**src/rtl/mem_access_stage.sv**
```systemverilog
// MEM stage: one req/ack data-memory transaction per load/store, lane-aligned load result; min 3 cycles (2 stall), TIMEOUT bound.
// Backpressure: mem_stall holds upstream until DONE; optional MEM_MISALIGN_TRAP_EN traps misaligned half/word without a bus request.
module mem_access_stage #(
  parameter int TIMEOUT = 256
) (
  input  logic        clk,
  input  logic        rst,
  input  logic        m_MemRead,
  input  logic        m_MemWrite,
  input  logic [2:0]  m_Mmask,
  input  logic [31:0] m_alu_out,
  input  logic [31:0] m_mem_data,
  output logic        mem_stall,
  output logic [31:0] ld_data,
  output logic        bus_err,
  output logic        misalign,
  output logic        d_req,
  output logic        d_we,
  output logic [31:0] d_addr,
  output logic [3:0]  d_be,
  output logic [31:0] d_wdata,
  input  logic        d_ack,
  input  logic [31:0] d_rdata
);

  typedef enum logic [1:0] {IDLE, BUSY, DONE} state_t;

  localparam logic [15:0] TO_LAST = 16'(TIMEOUT - 1);

  state_t      state;
  logic [15:0] cnt;
  logic [2:0]  mask_q;
  logic [1:0]  off_q;

  logic        access;
  logic        is_byte, is_half;
  logic [3:0]  be_nxt;
  logic [31:0] wdata_nxt;

  assign access    = m_MemRead | m_MemWrite;
  assign mem_stall = (state == BUSY) | ((state == IDLE) & access);

  always_comb begin
    is_byte   = (m_Mmask[1:0] == 2'b00);
    is_half   = (m_Mmask[1:0] == 2'b01);
    be_nxt    = 4'b1111;
    wdata_nxt = m_mem_data;
    if (is_byte) begin
      be_nxt    = 4'b0001 << m_alu_out[1:0];
      wdata_nxt = {4{m_mem_data[7:0]}};
    end else if (is_half) begin
      be_nxt    = 4'b0011 << {m_alu_out[1], 1'b0};
      wdata_nxt = {2{m_mem_data[15:0]}};
    end
  end

`ifdef MEM_MISALIGN_TRAP_EN
  logic mis_nxt;
  logic mis_q;
  assign mis_nxt  = (is_half & m_alu_out[0]) |
                    (!is_byte && !is_half && (m_alu_out[1:0] != 2'b00));
  assign misalign = mis_q;
`else
  assign misalign = 1'b0;
`endif

  // Picks the addressed lane out of the returned word and extends it by size.
  function automatic logic [31:0] extend(input logic [2:0] mask, input logic [1:0] off,
                                         input logic [31:0] w);
    logic [31:0] sh;
    logic [15:0] h;
    sh = w >> {off, 3'b000};
    h  = off[1] ? w[31:16] : w[15:0];
    case (mask[1:0])
      2'b00:   extend = mask[2] ? {24'b0, sh[7:0]} : {{24{sh[7]}}, sh[7:0]};
      2'b01:   extend = mask[2] ? {16'b0, h} : {{16{h[15]}}, h};
      default: extend = w;
    endcase
  endfunction

  always_ff @(posedge clk) begin
    if (rst) begin
      state   <= IDLE;
      cnt     <= '0;
      mask_q  <= '0;
      off_q   <= '0;
      ld_data <= '0;
      bus_err <= 1'b0;
      d_req   <= 1'b0;
      d_we    <= 1'b0;
      d_addr  <= '0;
      d_be    <= '0;
      d_wdata <= '0;
`ifdef MEM_MISALIGN_TRAP_EN
      mis_q   <= 1'b0;
`endif
    end else begin
      ld_data <= '0;
      bus_err <= 1'b0;
`ifdef MEM_MISALIGN_TRAP_EN
      mis_q   <= 1'b0;
`endif
      case (state)
        IDLE: begin
          cnt <= '0;
          if (access) begin
            d_we    <= m_MemWrite;
            d_addr  <= {m_alu_out[31:2], 2'b00};
            d_be    <= be_nxt;
            d_wdata <= wdata_nxt;
            mask_q  <= m_Mmask;
            off_q   <= m_alu_out[1:0];
`ifdef MEM_MISALIGN_TRAP_EN
            if (mis_nxt) begin
              state <= DONE;
              mis_q <= 1'b1;
            end else begin
              state <= BUSY;
              d_req <= 1'b1;
            end
`else
            state <= BUSY;
            d_req <= 1'b1;
`endif
          end
        end
        BUSY: begin
          // An ack on the final allowed cycle still completes normally.
          if (d_ack) begin
            state <= DONE;
            d_req <= 1'b0;
            if (!d_we) ld_data <= extend(mask_q, off_q, d_rdata);
          end else if (cnt == TO_LAST) begin
            state   <= DONE;
            d_req   <= 1'b0;
            bus_err <= 1'b1;
          end else begin
            cnt <= cnt + 16'd1;
          end
        end
        DONE:    state <= IDLE;
        default: state <= IDLE;
      endcase
    end
  end

endmodule
```
**config.mk**
```make
export PLATFORM = sky130hd
export DESIGN_NAME = mem_access_stage
export DESIGN_NICKNAME = d
export VERILOG_FILES = /design/src/rtl/mem_access_stage.sv
export SDC_FILE = /design/constraint.sdc
export NUM_CORES = 1
export LEC_CHECK = 0
export CORE_ASPECT_RATIO = 0.5
export CORE_MARGIN = 2
export CORE_UTILIZATION = 40
export CTS_BUF_LIST = sky130_fd_sc_hd__clkbuf_8
export DETAILED_ROUTE_END_ITERATION = 12
export DONT_BUFFER_PORTS = 1
export GPL_ROUTABILITY_DRIVEN = 1
export PLACE_DENSITY = 0.66
export SKIP_LAST_GASP = 1
export SLEW_MARGIN = 30
export SYNTH_ARGS = -nofsm -noshare
export SYNTH_HDL_FRONTEND = slang
export SYNTH_SLANG_ARGS = --single-unit
export TNS_END_PERCENT = 100
```
**constraint.sdc**
```tcl
create_clock -name clk -period 5.6 [get_ports clk]
set_clock_uncertainty 0.2 [all_clocks]
set_input_delay 0.56 -clock clk [delete_from_list [all_inputs] [get_ports clk]]
set_output_delay 0.56 -clock clk [all_outputs]
set_load 0.02 [all_outputs]
```
# After elaboration in Yosys (flattened, before gate mapping)
# Index checks and enable logic that the tools add are counted.
# op_classes
n_addsub	1
eq_ne	8
shifts	3
n_mux	20
n_bitwise	5
n_reduce_logical	10
# ops
cell	n
two-way mux 32 bit	4
one-hot mux 32 bit (2 select lines)	1
two-way mux 16 bit	3
one-hot mux 16 bit (2 select lines)	1
right shift 32 x 5 -> 8 bit	1
adder 16 x 1 -> 16 bit (second input constant)	1
equality test 16 x 8 -> 1 bit (second input constant)	1
two-way mux 4 bit	2
equality test 2 x 1 -> 1 bit (second input constant)	3
zero test 2 bit	3
two-way mux 2 bit	3
!= test 2 bit (second input constant)	3
AND reduction 3 bit	2
two-way mux 1 bit	4
one-hot mux 2 bit (2 select lines)	1
AND reduction 2 bit	2
OR reduction 4 bit	1
left shift 1 x 2 -> 4 bit (first input constant)	1
left shift 2 x 2 -> 4 bit (first input constant)	1
!= test 3 x 2 -> 1 bit (second input constant)	1
OR reduction 3 bit	1
inverter 1 bit	2
OR 1 bit	2
one-hot mux 1 bit (2 select lines)	1
other kinds (2)	2
# word_totals
reg_bits	124
output_inout_bits	105
elab_cells	58

# Longest topological paths before layout
# logic_depth
word_depth	4
depth_mapped	7
ltp_nobuf	6

# Least setup slack after synthesis
# OpenSTA, ideal clock, no wires.
# synth_path
path_kind	input port to output port
start	input port m_MemWrite
end	output port mem_stall
arrival_ns	1.415
setup_slack_ns	3.425
stages	3
cell_sequence	o21ai_1 clkbuf_1 nand2_1
# synth_via
elab_chain_cells	3
# synth_lines
item	line	rtl
start, declared	9	input logic m_MemWrite,
OR 1 bit	40	assign access = m_MemRead | m_MemWrite;
bitwise AND 1 bit	41	assign mem_stall = (state == BUSY) | ((state == IDLE) & access);
OR 1 bit	41	
end, declared	13	output logic mem_stall,
# No other way between the ends.

# Worst setup path in the final report
# layout_path
start	register state[1]
end	output port mem_stall
# layout_via
elab_chain_cells	3
# layout_lines
item	line	rtl
start, declared	30	state_t state;
start signal, assigned	83	state <= IDLE;
start signal, assigned	122	state <= BUSY;
start signal, assigned	130	state <= DONE;
zero test 2 bit	41	
bitwise AND 1 bit	41	
OR 1 bit (*)	41	
# Mark *: on every way between the ends. The rest lies on a longest branch, timed or not.

==> results.py <==
metrics = {
    "timing": {
        "rsz0062_at_grt": "no",
        "period_share_pct": 54.3,
        "max_freq_mhz": 329,
        "drv_slew": 0,
        "worstMarginPinSlew_ns": 0.885,
        "timing.final.crit_period_ns": 3.04,
        "relSlewSlack_pct": 40.9,
        "hold_viol_final": 0,
        "setup_viol": 0,
        "fin_tns_setup_ns": 0,
    },
    "cts": {
        "cts_resized": 0,
        "cts.clk_slew.worst_paths_ns": 0.08,
        "cts_buffers": 17,
        "cts_tree": "built",
        "cts_sinks": 124,
        "clk_latency_ns": 0.43,
        "cts_max_level": 4,
        "cts-root-buf": "clkbuf_8",
        "cts_buffer_depth": 2,
    },
    "synth": {
        "synth_area_leaders": "dfxtp_1 46%, nand2_1 12%, a21oi_1 6.8%",
        "ys_warn_count": 0,
        "synth_edf_count": 0,
        "seq_area_frac_synth_pct": 45.6,
        "synth.most_common_cell": "nand2_1",
        "async_flop_share_pct": 0,
        "synth_ff_type": "dfxtp_1",
        "yosysUniqueCellTypes": 56,
        "synth.avg_cell_area_um2": 8.09,
        "synth_top_area_share_pct": 45.6,
        "syn-cell-area_um2": 5450,
        "ys_ff_latch": 124,
        "synthTopCellsByCount": "176 x nand2_1, 124 x dfxtp_1, 74 x a21oi_1",
        "synth.largest_area_cell": "dfxtp_1",
        "netlist_instances": 673,
    },
    "setup_path": {
        "timing.rr.end": "d_wdata[9]",
        "critPathArrivalTime_ns": 2.28,
        "crit_required_ns": 4.84,
        "r2r_cells": 5,
        "startpoint_type": "flip-flop",
        "rrSetupSlack_ns": 3.07,
        "cp_max_fo": 54,
        "critical_path_class": "reg -> out",
        "crit-reg2reg-launch": "state[1]",
        "end_kind": "primary output",
    },
    "flow_run": {
        "cap_violations": 0,
    },
    "route": {
        "avgViaCountPerCell": 5.65,
        "drc": 0,
        "drt-initial-drc-count": 434,
        "avgRoutedWirePerCell_um": 17.6,
        "wl_mm": 14.7,
        "vias": 4725,
        "drtAntennaViolNets": 0,
        "drtPass1Iterations": 5,
    },
    "final_layout": {
        "fillers": 1344,
        "fin_nets": 752,
        "syn_to_final_growth_pct": 9.35,
        "layout-drive-gt1-share_pct": 12.3,
        "final_core_utilization_pct": 44.3,
        "register_area_um2": 2480,
        "diodes": 0,
        "multi_input_area_um2": 2670,
    },
    "global_route": {
        "grt_pass1_vias": 4147,
        "track_usage_pct": 19.9,
        "grt_overflow": 0,
        "grt_start_max_net_pins": 89,
        "grt_pass1_wl_mm": 23.1,
        "grt_antenna_before_repair": 0,
    },
    "worst_hold_path": {
        "whs_path_depth": 2,
        "hp-start": "m_mem_data[1]",
        "min_path_type": "in -> reg",
        "hold_end": "d_wdata[1]",
    },
    "pwr": {
        "irDropWorstVdd_v": 0.000136,
        "powerDensity_nw_per_um2": 363,
        "p_leak_nw": 2.13,
    },
    "floorplan": {
        "num_rows": 30,
        "die_area_um2": 14600,
        "start_util_pct": 40.5,
        "die_x_um": 169,
        "io_pins": 209,
        "fp.dieH_um": 86.5,
        "core_region_area_um2": 13400,
    },
    "run_status": {
        "status": "finished, final reports clean",
    },
    "placed_design": {
        "gp_congestion": 0.869,
        "portBuffers": 0,
        "dpl.hpwl_mm": 9.93,
    },
}
[worst max-delay path, cell delays in order (launching register included)]
cell and delay [ns]:
dfxtp_1 0.69, nor2_1 0.24, o21ai_4 0.09, buf_4 0.48
nand2_1 0.31
[cells by family (layout without fill, tap and decap cells)]
group	count (synthesis)	in the layout	share of synthesized area (%)
multiplexers	19	19	3.61
buffers and inverters	66	51	5.93
AND/OR/NAND/NOR	276	276	23.0
adder cells (fa/ha/maj)	1	1	0.230
flip-flops	124	124	45.6
other	1	3	0.0688
AO/OA/AOI/OAI	186	186	21.6
[flip-flops by register name, summed over array words and instances (netlist names)]
name	cells
d_be	4
cnt	16
d_we	1
off_q	2
d_req	1
mask_q	3
bus_err	1
ld_data	32
d_addr	30
state	2
d_wdata	32
[area by class of cell]
type	instances	area share [%]
Clock buffer	18	4.16
Clock inverter	14	3.28
Inverter	12	0.777
Multi-Input combinational cell	485	44.8
Sequential cell	124	41.7
Tap cell	176	3.70
Timing Repair Buffer	7	1.60
[cell usage in the layout (no fill, tap or decap), types with 3 or more instances in the layout]
| cell | instances |
|---|---|
| a21oi_2 | 18 |
| nor2_1 | 39 |
| nor4_1 | 3 |
| clkinv_4 | 4 |
| mux2i_1 | 17 |
| a21oi_1 | 74 |
| o221a_2 | 6 |
| o21ai_0 | 33 |
| bufinv_16 | 4 |
| nand3_1 | 8 |
| a22oi_1 | 8 |
| or4_1 | 6 |
| clkinvlp_4 | 3 |
| nand2_1 | 176 |
| a211oi_1 | 11 |
| nor3_1 | 11 |
| clkbuf_8 | 18 |
| nand4_1 | 4 |
| a31oi_1 | 16 |
| a311oi_1 | 9 |
| buf_4 | 4 |
| nor2b_1 | 3 |
| or3_1 | 5 |
| conb_1 | 3 |
| inv_1 | 11 |
| dfxtp_1 | 124 |
[routing by layer]
metal  GRT usage, %  part of all wire [%]
met1           25.1                    42
met4           7.46                   1.9
met3           7.03                   8.8
met2           31.9                    47
met5              0                     0
[per-stage QoR]
step           hold WS (ns)  cells  area, um2  total power, mW  worst slack (ns)
3_5_place_dp          0.283    802       5470             1.29              3.05
4_1_cts              0.0391    836       5950             2.18              2.58
2_1_floorplan         0.245    675       5460             1.26              3.42
5_1_grt              0.0323    836       5960             2.27              2.40
3_3_place_gp          0.282    801       5440             1.28              2.74
6_report             0.0583    836       5960             2.16              2.56
[how the worst max path moves through the flow]
stage                     depth (start not counted)  slack (ns)        end  startpoint
final                                             4        2.56  mem_stall    state[1]
after CTS                                         4        2.58  mem_stall    state[1]
after detailed placement                          4        3.05  mem_stall    state[1]
after global routing                              4        2.40  mem_stall    state[1]
after floorplan                                   3        3.42  mem_stall  m_MemWrite
after global placement                            6        2.74    d_be[3]    state[1]
[timing repair]
item / CTS / global route
endpoints found under the hold margin: 88 / 0
setup buffers: 0 / 0
hold buffers: 2 / 0
[power by group]
group | switching [mW] | internal, mW | total [mW]
clock | 0.382 | 0.499 | 0.880
combinational | 0.151 | 0.0826 | 0.233
sequential | 0.113 | 0.938 | 1.05
(Power assumes the default switching activity.)
